===== src/rtl/cpu_out_uart_tx_if.sv =====
// Write-side handshake between the core's output port and the UART transmit stage.
interface cpu_out_uart_tx_if #(
    parameter int unsigned DATA_W = 8
);
    logic              out_valid;
    logic [DATA_W-1:0] cpu_out;
    logic              in_ready;

    modport master (
        output out_valid,
        output cpu_out,
        input  in_ready
    );

    modport slave (
        input  out_valid,
        input  cpu_out,
        output in_ready
    );
endinterface


===== src/rtl/cpu_out_uart_tx.sv =====
// Buffers bytes from the core's output port in a small FIFO and sends each as an 8N1 UART frame.
// Back-to-back frames are contiguous; tx is registered and idles high.
module cpu_out_uart_tx #(
    parameter int unsigned DATA_W       = 8,
    parameter int unsigned FIFO_DEPTH   = 4,
    parameter int unsigned CLKS_PER_BIT = 4
) (
    input  logic                               clkbar,
    input  logic                               resetbar,
    cpu_out_uart_tx_if.slave                   bus,
    output logic                               tx,
    output logic                               tx_busy,
    output logic [$clog2(FIFO_DEPTH+1)-1:0]    fifo_count,
    output logic                               overflow
);
    localparam int unsigned CntW  = $clog2(FIFO_DEPTH + 1);
    localparam int unsigned PtrW  = $clog2(FIFO_DEPTH);
    localparam int unsigned BaudW = $clog2(CLKS_PER_BIT);
    localparam int unsigned BitW  = $clog2(DATA_W);

    typedef enum logic [1:0] {StIdle, StStart, StData, StStop} state_e;

    state_e              state_q, state_d;
    logic [BaudW-1:0]    baud_q, baud_d;
    logic [BitW-1:0]     bit_q, bit_d;
    logic [DATA_W-1:0]   shift_q, shift_d;
    logic                tx_q, tx_d;
    logic [PtrW-1:0]     rd_ptr_q, rd_ptr_d;
    logic [PtrW-1:0]     wr_ptr_q, wr_ptr_d;
    logic [CntW-1:0]     count_q, count_d;
    logic                overflow_q, overflow_d;
    logic [DATA_W-1:0]   mem_q [FIFO_DEPTH];

    logic push, pop, baud_last, in_ready;

    // No bypass: a full FIFO refuses a push even when a pop happens in the same cycle.
    assign in_ready     = (count_q != CntW'(FIFO_DEPTH));
    assign bus.in_ready = in_ready;
    assign push         = bus.out_valid && in_ready;
    assign baud_last    = (baud_q == BaudW'(CLKS_PER_BIT - 1));

    always_comb begin
        state_d    = state_q;
        baud_d     = baud_q;
        bit_d      = bit_q;
        shift_d    = shift_q;
        rd_ptr_d   = rd_ptr_q;
        wr_ptr_d   = wr_ptr_q;
        count_d    = count_q;
        overflow_d = overflow_q | (bus.out_valid & ~in_ready);
        pop        = 1'b0;

        case (state_q)
            StIdle: begin
                pop = (count_q != '0);
            end
            StStart: begin
                if (baud_last) begin
                    state_d = StData;
                    baud_d  = '0;
                    bit_d   = '0;
                end else begin
                    baud_d = baud_q + BaudW'(1);
                end
            end
            StData: begin
                if (baud_last) begin
                    baud_d = '0;
                    if (bit_q == BitW'(DATA_W - 1)) begin
                        state_d = StStop;
                    end else begin
                        bit_d   = bit_q + BitW'(1);
                        shift_d = shift_q >> 1;
                    end
                end else begin
                    baud_d = baud_q + BaudW'(1);
                end
            end
            StStop: begin
                if (baud_last) begin
                    baud_d = '0;
                    if (count_q != '0) begin
                        pop = 1'b1;
                    end else begin
                        state_d = StIdle;
                    end
                end else begin
                    baud_d = baud_q + BaudW'(1);
                end
            end
            default: state_d = StIdle;
        endcase

        if (pop) begin
            state_d  = StStart;
            baud_d   = '0;
            shift_d  = mem_q[rd_ptr_q];
            rd_ptr_d = rd_ptr_q + PtrW'(1);
        end

        if (push) begin
            wr_ptr_d = wr_ptr_q + PtrW'(1);
        end

        case ({push, pop})
            2'b10:   count_d = count_q + CntW'(1);
            2'b01:   count_d = count_q - CntW'(1);
            default: count_d = count_q;
        endcase

        // tx is computed from the next state so the line is registered with no extra lag.
        case (state_d)
            StStart: tx_d = 1'b0;
            StData:  tx_d = shift_d[0];
            default: tx_d = 1'b1;
        endcase
    end

    always_ff @(posedge clkbar) begin
        if (resetbar) begin
            state_q    <= StIdle;
            baud_q     <= '0;
            bit_q      <= '0;
            shift_q    <= '0;
            tx_q       <= 1'b1;
            rd_ptr_q   <= '0;
            wr_ptr_q   <= '0;
            count_q    <= '0;
            overflow_q <= 1'b0;
        end else begin
            state_q    <= state_d;
            baud_q     <= baud_d;
            bit_q      <= bit_d;
            shift_q    <= shift_d;
            tx_q       <= tx_d;
            rd_ptr_q   <= rd_ptr_d;
            wr_ptr_q   <= wr_ptr_d;
            count_q    <= count_d;
            overflow_q <= overflow_d;
        end
    end

    always_ff @(posedge clkbar) begin
        if (push && !resetbar) begin
            mem_q[wr_ptr_q] <= bus.cpu_out;
        end
    end

    assign tx         = tx_q;
    assign tx_busy    = (state_q != StIdle);
    assign fifo_count = count_q;
    assign overflow   = overflow_q;
endmodule


===== src/flat_wrapper.sv =====
// flat-port wrapper written by rule: the top's interface ports become plain ports
module cpu_out_uart_tx_flat 
#(
    parameter int unsigned DATA_W       = 8,
    parameter int unsigned FIFO_DEPTH   = 4,
    parameter int unsigned CLKS_PER_BIT = 4
)
  (clkbar, resetbar, tx, tx_busy, fifo_count, overflow, bus_out_valid, bus_cpu_out, bus_in_ready);
  cpu_out_uart_tx_if #(.DATA_W(DATA_W)) bus_i ();
  input  logic clkbar;
  input  logic resetbar;
  output logic tx;
  output logic tx_busy;
  output logic [$clog2(FIFO_DEPTH+1)-1:0] fifo_count;
  output logic overflow;
  input wire logic [$bits(bus_i.out_valid)-1:0] bus_out_valid;
  input wire logic [$bits(bus_i.cpu_out)-1:0] bus_cpu_out;
  output wire logic [$bits(bus_i.in_ready)-1:0] bus_in_ready;
  assign bus_i.out_valid = bus_out_valid;
  assign bus_i.cpu_out = bus_cpu_out;
  assign bus_in_ready = bus_i.in_ready;
  cpu_out_uart_tx #(.DATA_W(DATA_W), .FIFO_DEPTH(FIFO_DEPTH), .CLKS_PER_BIT(CLKS_PER_BIT)) u_core (.clkbar(clkbar), .resetbar(resetbar), .bus(bus_i), .tx(tx), .tx_busy(tx_busy), .fifo_count(fifo_count), .overflow(overflow));
endmodule

===== config.mk =====
export PLATFORM = sky130hd
export DESIGN_NAME = cpu_out_uart_tx_flat
export DESIGN_NICKNAME = d
export VERILOG_FILES = /design/src/rtl/cpu_out_uart_tx_if.sv /design/src/rtl/cpu_out_uart_tx.sv /design/src/flat_wrapper.sv
export SDC_FILE = /design/constraint.sdc
export NUM_CORES = 1
export LEC_CHECK = 0
export CAP_MARGIN = 0
export CORE_ASPECT_RATIO = 1.2
export CORE_MARGIN = 10
export CORE_UTILIZATION = 50
export DETAILED_ROUTE_END_ITERATION = 8
export GPL_ROUTABILITY_DRIVEN = 0
export PLACE_DENSITY = 0.7
export SLEW_MARGIN = 20
export SYNTH_ARGS = -nofsm -noshare
export SYNTH_HDL_FRONTEND = slang
export SYNTH_SLANG_ARGS = --single-unit

===== constraint.sdc =====
create_clock -name clkbar -period 3.85 [get_ports clkbar]
set_input_delay 0.77 -clock clkbar [delete_from_list [all_inputs] [get_ports clkbar]]
set_output_delay 0.77 -clock clkbar [all_outputs]
set_load 0.1 [all_outputs]

* Word-level counts from Yosys, hierarchy flattened
Memories as Yosys holds them, arrays and structs flattened. A register that Yosys moved wholly into a read port is not among the register bits. Cells that the tools add are included.
Storage, ports and cells: memories 1, bits in writable memories 32, output and inout port bits 7, bits in registers 24, bits of input ports 11
Memory list:
- u_core.mem_q | depth 4, bits a word 8, read ports 1, clocked after Yosys merged registers in 1, wr ports 1, line cpu_out_uart_tx.sv:32 | logic [DATA_W-1:0] mem_q [FIFO_DEPTH];
Operators by class: reduce and logical (&&, ||, !) cells 14, muxes and demuxes 25, equal/unequal tests 14, bitwise operators 3, $add $sub $neg 6
Operator list (number):
- two-way mux 8 bit | 4
- two-way mux 2 bit | 9
- one-hot mux 3 bit (2 select lines) | 2
- == test 2 bit (second input constant) | 5
- nonzero test 2 bit | 5
- two-way mux 3 bit | 3
- adder 2 x 1 -> 2 bit (second input constant) | 3
- adder 3 x 1 -> 3 bit (second input constant) | 2
- == test 2 x 1 -> 1 bit (second input constant) | 3
- != test 2 x 1 -> 1 bit (second input constant) | 3
- one-hot mux 2 bit (3 select lines) | 1
- two-way mux 1 bit | 4
- one-hot mux 1 bit (2 select lines) | 2
- AND reduction 4 bit | 1
- == test 3 bit (second input constant) | 1
- != test 3 bit (second input constant) | 1
- AND reduction 3 bit | 1
- nonzero test 3 bit | 1
- OR reduction 3 bit | 1
- subtractor 3 x 1 -> 3 bit (second input constant) | 1
- logical AND 1 bit | 2
- zero test 2 bit | 1
- != test 2 bit (second input constant) | 1
- OR reduction 2 bit | 1
- 4 further kinds | 4

* Depth between registers and ports, before layout
Gate-level depths: netlist (run 1).
depth after elaboration 7, gate-level depth with buffers 12, mapped depth without buffers 11

* Worst setup path before layout (run 1)
No wires, ideal clock.
path type reg2reg, from register u_core.count_q[2], in the netlist u_core.fifo_count[2], to register u_core.count_q[2], in the netlist u_core.fifo_count[2], arrival 3481 ps, period minus slack after synthesis 3552 ps, library setup time 70 ps, setup slack 298 ps, cell stages (with the launch flop) 9, cells stage by stage dfxtp_1 > nand2_1 > nand2_1 > ha_1 > inv_1 > fa_1 > xor2_1 > or3_1 > a21oi_1
Between the ends: elaborated cells on any way between the ends 12
RTL lines:
- start: declaration | line cpu_out_uart_tx.sv:30 | logic [CntW-1:0] count_q, count_d;
- start signal: assignment | line cpu_out_uart_tx.sv:138 | count_q <= count_d;
- != test 3 bit * | line cpu_out_uart_tx.sv:37 | assign in_ready = (count_q != CntW'(FIFO_DEPTH));
- net bus_in_ready | line flat_wrapper.sv:18 | output wire logic [$bits(bus_i.in_ready)-1:0] bus_in_ready;
- logical AND 1 bit * | line cpu_out_uart_tx.sv:39 | assign push = bus.out_valid && in_ready;
- == test 2 x 1 -> 1 bit / == test 2 bit (equally long branches) | line cpu_out_uart_tx.sv:105 | case ({push, pop})
- one-hot mux 3 bit (2 select lines) / nonzero test 2 bit (equally long branches)
The timed path passes the listed nets; every way through them passes the cells marked *. A chain may end at the register's enable or synchronous reset.

* Worst setup path in the final report (run 1)
from register u_core.state_q[0], to register u_core.count_q[2], in the netlist u_core.fifo_count[2]
Between the ends: longest elaborated chain between the ends 4, elaborated cells on any way between the ends 7
RTL lines:
- start: declaration | line cpu_out_uart_tx.sv:23 | state_e state_q, state_d;
- start signal: assignment | line cpu_out_uart_tx.sv:121 | state_q <= StIdle;
- start signal: assignment | line cpu_out_uart_tx.sv:131 | state_q <= state_d;
- == test 2 bit / zero test 2 bit (equally long branches) | line cpu_out_uart_tx.sv:53 | case (state_q)
- one-hot mux 1 bit (2 select lines) * | line cpu_out_uart_tx.sv:53
- == test 2 x 1 -> 1 bit / == test 2 bit (equally long branches) | line cpu_out_uart_tx.sv:105
- one-hot mux 3 bit (2 select lines) / nonzero test 2 bit (equally long branches)
Every way passes the cells marked *; elsewhere a longest branch is shown, timed or not.

==> metrics.log, run 1 <==
[metrics] horizontal die dimension: between 80 and 90 um
[metrics] worst-case headroom to the max-slew limit: between 30% and 40%
[metrics] met2 routed wirelength: 2.30 mm
[metrics] Rows: 27
[metrics] length of the first detailed-routing pass in iterations: 4
[metrics] total power: 0.00215 W
[metrics] final critical-path required period: 3120 ps
[metrics] clock tree from TritonCTS: yes
[metrics] Setup Viol. Count Final: 0
[metrics] crit path capture type: flop
[metrics] number of antenna diodes: 0
[metrics] R2R Path End: u_core.fifo_count[2]
[metrics] Post-Synth XOR/XNOR Area: 1.79%
[metrics] data required time of the critical path: about 4100 ps
[metrics] share of layout cells above drive strength 1: 11.0%
[metrics] sum of negative setup slack: 0 ps
[metrics] Max Used Layer: met4
[metrics] Floorplan Core Area: 4660 um2
[metrics] Worst IR Drop VDD: 0.000320 V
[metrics] number of vias per cell after detailed routing: between 5 and 6
[metrics] cell mode on critical path: sky130_fd_sc_hd__inv_1
[metrics] largest family of logic cells by synthesized area: simple AND/OR/NAND/NOR gates
[metrics] last element of the critical path: u_core.fifo_count[2]
[metrics] area of the mapped netlist: 2450 um2
[metrics] count of buffers inserted at the top-level ports: 17
[metrics] all-layer global routing usage: approximately 11%
[metrics] latest clock arrival within the worst-skew pair: 330 ps
[metrics] number of cells after detailed placement: approximately 260
[metrics] pin count of the biggest net entering global routing: 27
[metrics] first element of the critical path: u_core.state_q[0]
[metrics] maximum cell stage delay along the critical path: 630 ps
[metrics] maximum level of the CTS H-tree: 3
[metrics] Cells after Synth: 194
[metrics] crit path max fanout: 19
[metrics] setup repair after global routing missed its margin: false
[metrics] syn nets: 219
[metrics] Starting Density: 52.5%
[metrics] initial antenna violation count: 0
[metrics] compound-cell area share of the yosys netlist: 7.97%
[metrics] max-slew violation count: 0
[metrics] Hold Violations, Final: 0
[metrics] mean instance size in the synthesized netlist: 12.6 um2
[metrics] drt initial violations: 115
[metrics] Die Area: 8110 um2
[metrics] worst setup path class: reg2reg
[metrics] CTS-repair resized insts: 0
[metrics] maximum operating frequency: 321 MHz
[metrics] Tightest Hold Check Type: reg2reg
[metrics] leading cell type in the layout, fill and taps excluded: sky130_fd_sc_hd__edfxtp_1
[metrics] sequential share of the synthesized area: 60.5%
[metrics] clock buffers created by TritonCTS: 9
[metrics] chip height: 96.7 um
[metrics] Worst R2R Path Depth: 10
[metrics] Lkg Pwr: 1.03 nW
[metrics] met3 routed wirelength: 177 um
[metrics] endpoint arrival time on the critical path: 3380 ps
[metrics] vias post-DR: about 1500
[metrics] crit path max-delay cell type: sky130_fd_sc_hd__or3_1
[metrics] Antenna Violating Nets Remaining: 0
[metrics] outcome: completed
[metrics] length of routed wiring on met1: roughly 1.8 mm
[metrics] grt total ovfl: 0
[metrics] DRT Wirelength: approximately 4.4 mm
[metrics] final setup margin: 732 ps
[metrics] portion of netlist area occupied by mux cells: 8.17%
[metrics] setup skew after layout: 3.51 ps
[metrics] Clk pin slew, worst setup/hold paths: 60 ps
[metrics] post-synth cell types: 33
[metrics] startpoint of the worst register-to-register path: u_core.state_q[0]
[metrics] Post-CTS Hold Buffers: 0
[metrics] crit share post-route: 81.0%
[metrics] Detail Placement HPWL: 3.00 mm
[metrics] CP cell instances: inv_1 > ha_1 > or3_1 > inv_1 > ha_1 > inv_1 > fa_1 > xor2_1 > or3_1 > a21oi_1
[metrics] I/O pin total: 18
[metrics] flip-flop and latch count after synthesis: a little under 60
[metrics] worst-case register-to-register setup slack: between 700 and 800 ps
[metrics] Root Driver: sky130_fd_sc_hd__clkbuf_8
[metrics] number of buffers on the longest clock path: 2
[metrics] count of buffers added by post-CTS timing repair for setup: 0
[metrics] minimum hold slack: 476 ps
[metrics] number of warning messages in the yosys log: 0
[metrics] Power per Cell Area: 758 nW/um2
[metrics] transition at the pin with the smallest max-transition slack: 978 ps
[metrics] average wire length per cell after detail routing: 15.8 um
[metrics] global-route wire length before repair: 7.11 mm
[metrics] number of global-route vias before repair: 1533
[metrics] post-synthesis adder-cell area fraction: 7.46%
[metrics] Post-Synth Simple-Gate Area: 11.0%
[metrics] leading cell types in the layout, fill and taps excluded: sky130_fd_sc_hd__edfxtp_1 (32), sky130_fd_sc_hd__dfxtp_1 (26), sky130_fd_sc_hd__nor2_1 (23), sky130_fd_sc_hd__nand2_1 (20), sky130_fd_sc_hd__clkdlybuf4s50_1 (16)
[metrics] synthesis-to-finish area growth: 16.0%
[metrics] count of max-cap constraint violations: 0
[metrics] count of nets after finishing: 239
[metrics] DRC violations left: 0
[metrics] non-filler instance count after layout: 277
[metrics] crit path launch type: flop
[metrics] number of sinks handled by clock tree synthesis: 58
[metrics] pre-CTS setup slack: about 760 ps
[Yosys cell counts]
library cell | n | area, um2
sky130_fd_sc_hd__a22oi_1 | 2 | 15.0
sky130_fd_sc_hd__clkbuf_1 | 5 | 18.8
sky130_fd_sc_hd__a221o_1 | 1 | 10.0
sky130_fd_sc_hd__nand3_1 | 2 | 10.0
sky130_fd_sc_hd__buf_2 | 2 | 10.0
sky130_fd_sc_hd__buf_1 | 1 | 3.75
sky130_fd_sc_hd__o21ai_0 | 4 | 20.0
sky130_fd_sc_hd__xor2_1 | 3 | 26.3
sky130_fd_sc_hd__nor2b_1 | 3 | 18.8
sky130_fd_sc_hd__nor2_1 | 23 | 86.3
sky130_fd_sc_hd__a2111oi_0 | 1 | 8.76
sky130_fd_sc_hd__a221oi_2 | 1 | 15.0
sky130_fd_sc_hd__edfxtp_1 | 32 | 961
sky130_fd_sc_hd__mux4_2 | 8 | 180
sky130_fd_sc_hd__fa_1 | 1 | 20.0
sky130_fd_sc_hd__or3_1 | 3 | 18.8
sky130_fd_sc_hd__and2_1 | 5 | 31.3
sky130_fd_sc_hd__inv_1 | 10 | 37.5
sky130_fd_sc_hd__a31oi_1 | 1 | 6.26
sky130_fd_sc_hd__and4_1 | 1 | 8.76
sky130_fd_sc_hd__nor3_1 | 2 | 10.0
sky130_fd_sc_hd__a21oi_1 | 9 | 45.0
sky130_fd_sc_hd__xnor2_1 | 2 | 17.5
sky130_fd_sc_hd__a211oi_1 | 1 | 7.51
sky130_fd_sc_hd__o21bai_1 | 1 | 7.51
sky130_fd_sc_hd__dfxtp_1 | 26 | 521
sky130_fd_sc_hd__or4b_1 | 1 | 10.0
sky130_fd_sc_hd__nand2_1 | 20 | 75.1
sky130_fd_sc_hd__ha_1 | 13 | 163
sky130_fd_sc_hd__mux2i_1 | 2 | 20.0
sky130_fd_sc_hd__o211ai_1 | 1 | 7.51
sky130_fd_sc_hd__buf_4 | 1 | 7.51
sky130_fd_sc_hd__a311oi_1 | 6 | 52.6
[worst min-delay path by stage]
| stage | cells past startpoint | endpoint | slack [ps] | from |
|---|---|---|---|---|
| 2_1_floorplan | 2 | u_core.shift_q[7] | 450 | u_core.shift_q[7] |
| 3_3_place_gp | 2 | u_core.overflow | 450 | u_core.overflow |
| 3_5_place_dp | 2 | u_core.shift_q[7] | 470 | u_core.shift_q[7] |
| 4_1_cts | 2 | u_core.shift_q[7] | 480 | u_core.shift_q[7] |
| 5_1_grt | 2 | u_core.shift_q[1] | 510 | u_core.shift_q[2] |
| 6_report | 2 | u_core.shift_q[7] | 480 | u_core.shift_q[7] |
[stage by stage]
stage,area [um2],utilization [%]
2_1_floorplan,2450,-
3_3_place_gp,2660,57.0
3_5_place_dp,2660,57.0
4_1_cts,2840,61.0
5_1_grt,2840,61.0
6_report,2840,61.0
[sequential cells by signal, indices dropped and copies added, names as in the netlist, named ones only]
register / cells
u_core.wr_ptr_q: 2
u_core.rd_ptr_q: 2
u_core.bit_q: 3
u_core.fifo_count: 3
u_core.mem_q: 32
u_core.state_q: 2
u_core.shift_q: 8
u_core.tx: 1
u_core.overflow: 1
u_core.baud_q: 2
[critical path, delay by kind of cell, from the launching register on]
| kind | cells | cell delay (ps) |
|---|---|---|
| buffers and inverters | 3 | 470 |
| and+or+nand+nor | 2 | 950 |
| xor gates and xnor gates | 1 | 160 |
| adders and majority gates | 3 | 910 |
| AOI/OAI and AO/OA | 1 | 160 |
| DFF | 1 | 400 |
[layout make-up]
class	instances	area, um2
timing repair buffer	18	175
multi-input combinational	117	891
fill	380	1820
sequential	58	1480
clock inverter	6	57.6
tap	58	72.6
clock buffer	10	128
inverter	10	37.5
[routing by layer]
layer	global-route usage (%)	up-vias
met5	0	-
met4	6.03	0
met3	4.52	6
met2	18.5	23
met1	11.5	719
li1	-	736
[logic make-up (layout without fill, tap and decap cells)]
family | count (synthesis) | count (layout)
AOI/OAI and AO/OA | 28 | 28
xor gates and xnor gates | 5 | 5
adders and majority gates | 14 | 14
buffers and inverters | 19 | 44
DFF | 58 | 58
muxes | 10 | 10
and+or+nand+nor | 60 | 60
[report_power, final]
group / total [W] / switching [W] / internal [W]
Combinational: 0.000777 / 0.000511 / 0.000266
Clock: 0.000523 / 0.000231 / 0.000293
Sequential: 0.000855 / 0.0000885 / 0.000766
Total: 0.00215 / 0.000830 / 0.00132
Note: power is estimated with default switching activity, not from simulation.
==> run 2: changes to the inputs <==
--- a/config.mk
+++ b/config.mk
@@ -11,7 +11,7 @@
 export CORE_UTILIZATION = 50
 export DETAILED_ROUTE_END_ITERATION = 8
 export GPL_ROUTABILITY_DRIVEN = 0
-export PLACE_DENSITY = 0.7
+export PLACE_DENSITY = 0.72
 export SLEW_MARGIN = 20
 export SYNTH_ARGS = -nofsm -noshare
 export SYNTH_HDL_FRONTEND = slang
==> constraint.sdc (replaced) <==
create_clock -name clkbar -period 2.5 [get_ports clkbar]
set_input_delay 0.5 -clock clkbar [delete_from_list [all_inputs] [get_ports clkbar]]
set_output_delay 0.5 -clock clkbar [all_outputs]
set_load 0.1 [all_outputs]
==> metrics.log, run 2 (same netlist as run 1, synthesis figures left out) <==
[metrics] Detail Placement HPWL: 2.89 mm (-3.9%)
[metrics] horizontal die dimension: 83.9 um (unchanged)
[metrics] count of nets after finishing: 244 (+2.1%)
[metrics] R2R Path End: u_core.fifo_count[2]
[metrics] number of sinks handled by clock tree synthesis: 58 (unchanged)
[metrics] chip height: 96.7 um (unchanged)
[metrics] share of layout cells above drive strength 1: 21.4% (+10 points)
[metrics] startpoint of the worst register-to-register path: u_core.state_q[0]
[metrics] fin util: 62.5% (+1.5 points)
[metrics] crit path max fanout: 4 (-15)
[metrics] all-layer global routing usage: 10.2% (-0.83 points)
[metrics] clock buffers created by TritonCTS: 9 (unchanged)
[metrics] crit path capture type: flop
[metrics] setup repair after global routing missed its margin: false
[metrics] leading cell types in the layout, fill and taps excluded: sky130_fd_sc_hd__edfxtp_1 (32), sky130_fd_sc_hd__nor2_1 (23), sky130_fd_sc_hd__dfxtp_1 (21), sky130_fd_sc_hd__nand2_1 (19), sky130_fd_sc_hd__buf_4 (13)
[metrics] setup skew after layout: 6.82 ps (+3.30 ps)
[metrics] endpoint arrival time on the critical path: 2680 ps (-700 ps)
[metrics] drt initial violations: 156 (+36%)
[metrics] I/O pin total: 18 (unchanged)
[metrics] data required time of the critical path: 2760 ps (-1350 ps)
[metrics] crit share post-route: 96.6% (+16 points)
[metrics] DRT Wirelength: 4.04 mm (-7.9%)
[metrics] worst-case headroom to the max-slew limit: 63.9% (+29 points)
[metrics] count of buffers inserted at the top-level ports: 17 (unchanged)
[metrics] Die Area: 8110 um2 (unchanged)
[metrics] non-filler instance count after layout: 282 (+1.8%)
[metrics] last element of the critical path: u_core.fifo_count[2]
[metrics] length of the first detailed-routing pass in iterations: 4 (unchanged)
[metrics] maximum level of the CTS H-tree: 3 (unchanged)
[metrics] clock tree from TritonCTS: yes
[metrics] transition at the pin with the smallest max-transition slack: 540 ps (-437 ps)
[metrics] number of vias per cell after detailed routing: 5.26 (-1.8%)
[metrics] sum of negative setup slack: 0 ps (unchanged)
[metrics] Tightest Hold Check Type: reg2reg
[metrics] Lkg Pwr: 1.07 nW (+4.5%)
[metrics] leading cell type in the layout, fill and taps excluded: sky130_fd_sc_hd__edfxtp_1
[metrics] number of antenna diodes: 0 (unchanged)
[metrics] pin count of the biggest net entering global routing: 26 (-3.7%)
[metrics] Starting Density: 52.5% (unchanged)
[metrics] crit path launch type: flop
[metrics] vias post-DR: 1483 (-0.067%)
[metrics] average wire length per cell after detail routing: 14.3 um (-9.5%)
[metrics] worst-case register-to-register setup slack: 90 ps (-650 ps)
[metrics] worst setup path class: reg2reg
[metrics] maximum operating frequency: 414 MHz (+29%)
[metrics] grt total ovfl: 0 (unchanged)
[metrics] DRC violations left: 0 (unchanged)
[metrics] count of max-cap constraint violations: 0 (unchanged)
[metrics] number of buffers on the longest clock path: 2 (unchanged)
[metrics] Rows: 27 (unchanged)
[metrics] Floorplan Core Area: 4660 um2 (unchanged)
[metrics] Worst R2R Path Depth: 10 (unchanged)
[metrics] initial antenna violation count: 0 (unchanged)
[metrics] latest clock arrival within the worst-skew pair: 330 ps (about the same)
[metrics] most flop-heavy register: u_core.mem_q
[metrics] Post-CTS Hold Buffers: 0 (unchanged)
[metrics] Root Driver: sky130_fd_sc_hd__clkbuf_8
[metrics] number of flip-flops in the largest register: 32 (unchanged)
[metrics] Hold Violations, Final: 0 (unchanged)
[metrics] Setup Viol. Count Final: 0 (unchanged)
[metrics] Clk pin slew, worst setup/hold paths: 70 ps (about the same)
[metrics] Worst IR Drop VDD: 0.000598 V (+87%)
[metrics] first element of the critical path: u_core.state_q[0]
[metrics] synthesis-to-finish area growth: 18.8%
[metrics] global-route wire length before repair: 6.70 mm (-5.8%)
[metrics] Power per Cell Area: 1190 nW/um2 (+57%)
[metrics] minimum hold slack: 476 ps (+0.283 ps)
[metrics] max-slew violation count: 0 (unchanged)
[metrics] number of cells after detailed placement: 265 (+1.5%)
[metrics] outcome: completed
[metrics] Antenna Violating Nets Remaining: 0 (unchanged)
[metrics] final critical-path required period: 2410 ps (-703 ps)
[metrics] number of global-route vias before repair: 1527 (-0.39%)
[metrics] top flop regs: u_core.mem_q (32), u_core.shift_q (8)
-- run 2: repair_timing --
action	in CTS	in global routing
resized for setup	1	4
pin swaps	0	1
setup endpoints to repair	1	1
buffers inserted	0	1
-- run 2: worst min path at each step --
stage / from / end / cells past startpoint
after CTS: u_core.shift_q[7] / u_core.shift_q[7] / 2
final: u_core.shift_q[7] / u_core.shift_q[7] / 2
after global routing: u_core.shift_q[4] / u_core.shift_q[3] / 2
after detailed placement: u_core.shift_q[7] / u_core.shift_q[7] / 2
after global placement: u_core.overflow / u_core.overflow / 2
after floorplan: u_core.shift_q[7] / u_core.shift_q[7] / 2
-- run 2: per-stage QoR --
step | power, W | instance area (um2) | setup WS [ps]
CTS | 0.00346 | 2900 | 27.8
detailed placement | 0.00265 | 2710 | 7.81
global placement | 0.00260 | 2710 | 110
floorplan | 0.00237 | 2490 | 43.8
finish | 0.00346 | 2910 | 85.2
global route | 0.00367 | 2910 | 20.3
-- run 2: worst max-delay path, cell delays in order (launching register included) --
cell and delay, ps:
sky130_fd_sc_hd__dfxtp_4 360, sky130_fd_sc_hd__inv_2 50, sky130_fd_sc_hd__ha_1 300, sky130_fd_sc_hd__or3_4 410, sky130_fd_sc_hd__inv_4 70, sky130_fd_sc_hd__ha_4 120
sky130_fd_sc_hd__inv_1 40, sky130_fd_sc_hd__fa_1 360, sky130_fd_sc_hd__xor2_1 160, sky130_fd_sc_hd__or3_1 330, sky130_fd_sc_hd__a21oi_2 130
-- run 2: layout make-up --
cell class / instances / area [um2]
timing repair buffer: 23 / 198
clock inverter: 7 / 60.1
tap: 58 / 72.6
multi-input combinational: 117 / 920
clock buffer: 9 / 124
sequential: 58 / 1500
fill: 355 / 1750
inverter: 10 / 40.0
-- run 2: power breakdown --
group	internal (W)	total, W	switching (W)
logic	0.000497	0.00132	0.000826
clock network	0.000447	0.000801	0.000354
registers	0.00120	0.00133	0.000133
-- run 2: per-layer routing --
metal  global-route usage (%)  part of all wire, %  up-vias
met1                     11.0                   44      699
met5                        0                    0        -
met4                     5.78                  2.3        0
li1                         -                    -      749
met2                     16.5                   49       27
met3                     4.19                  4.8        8
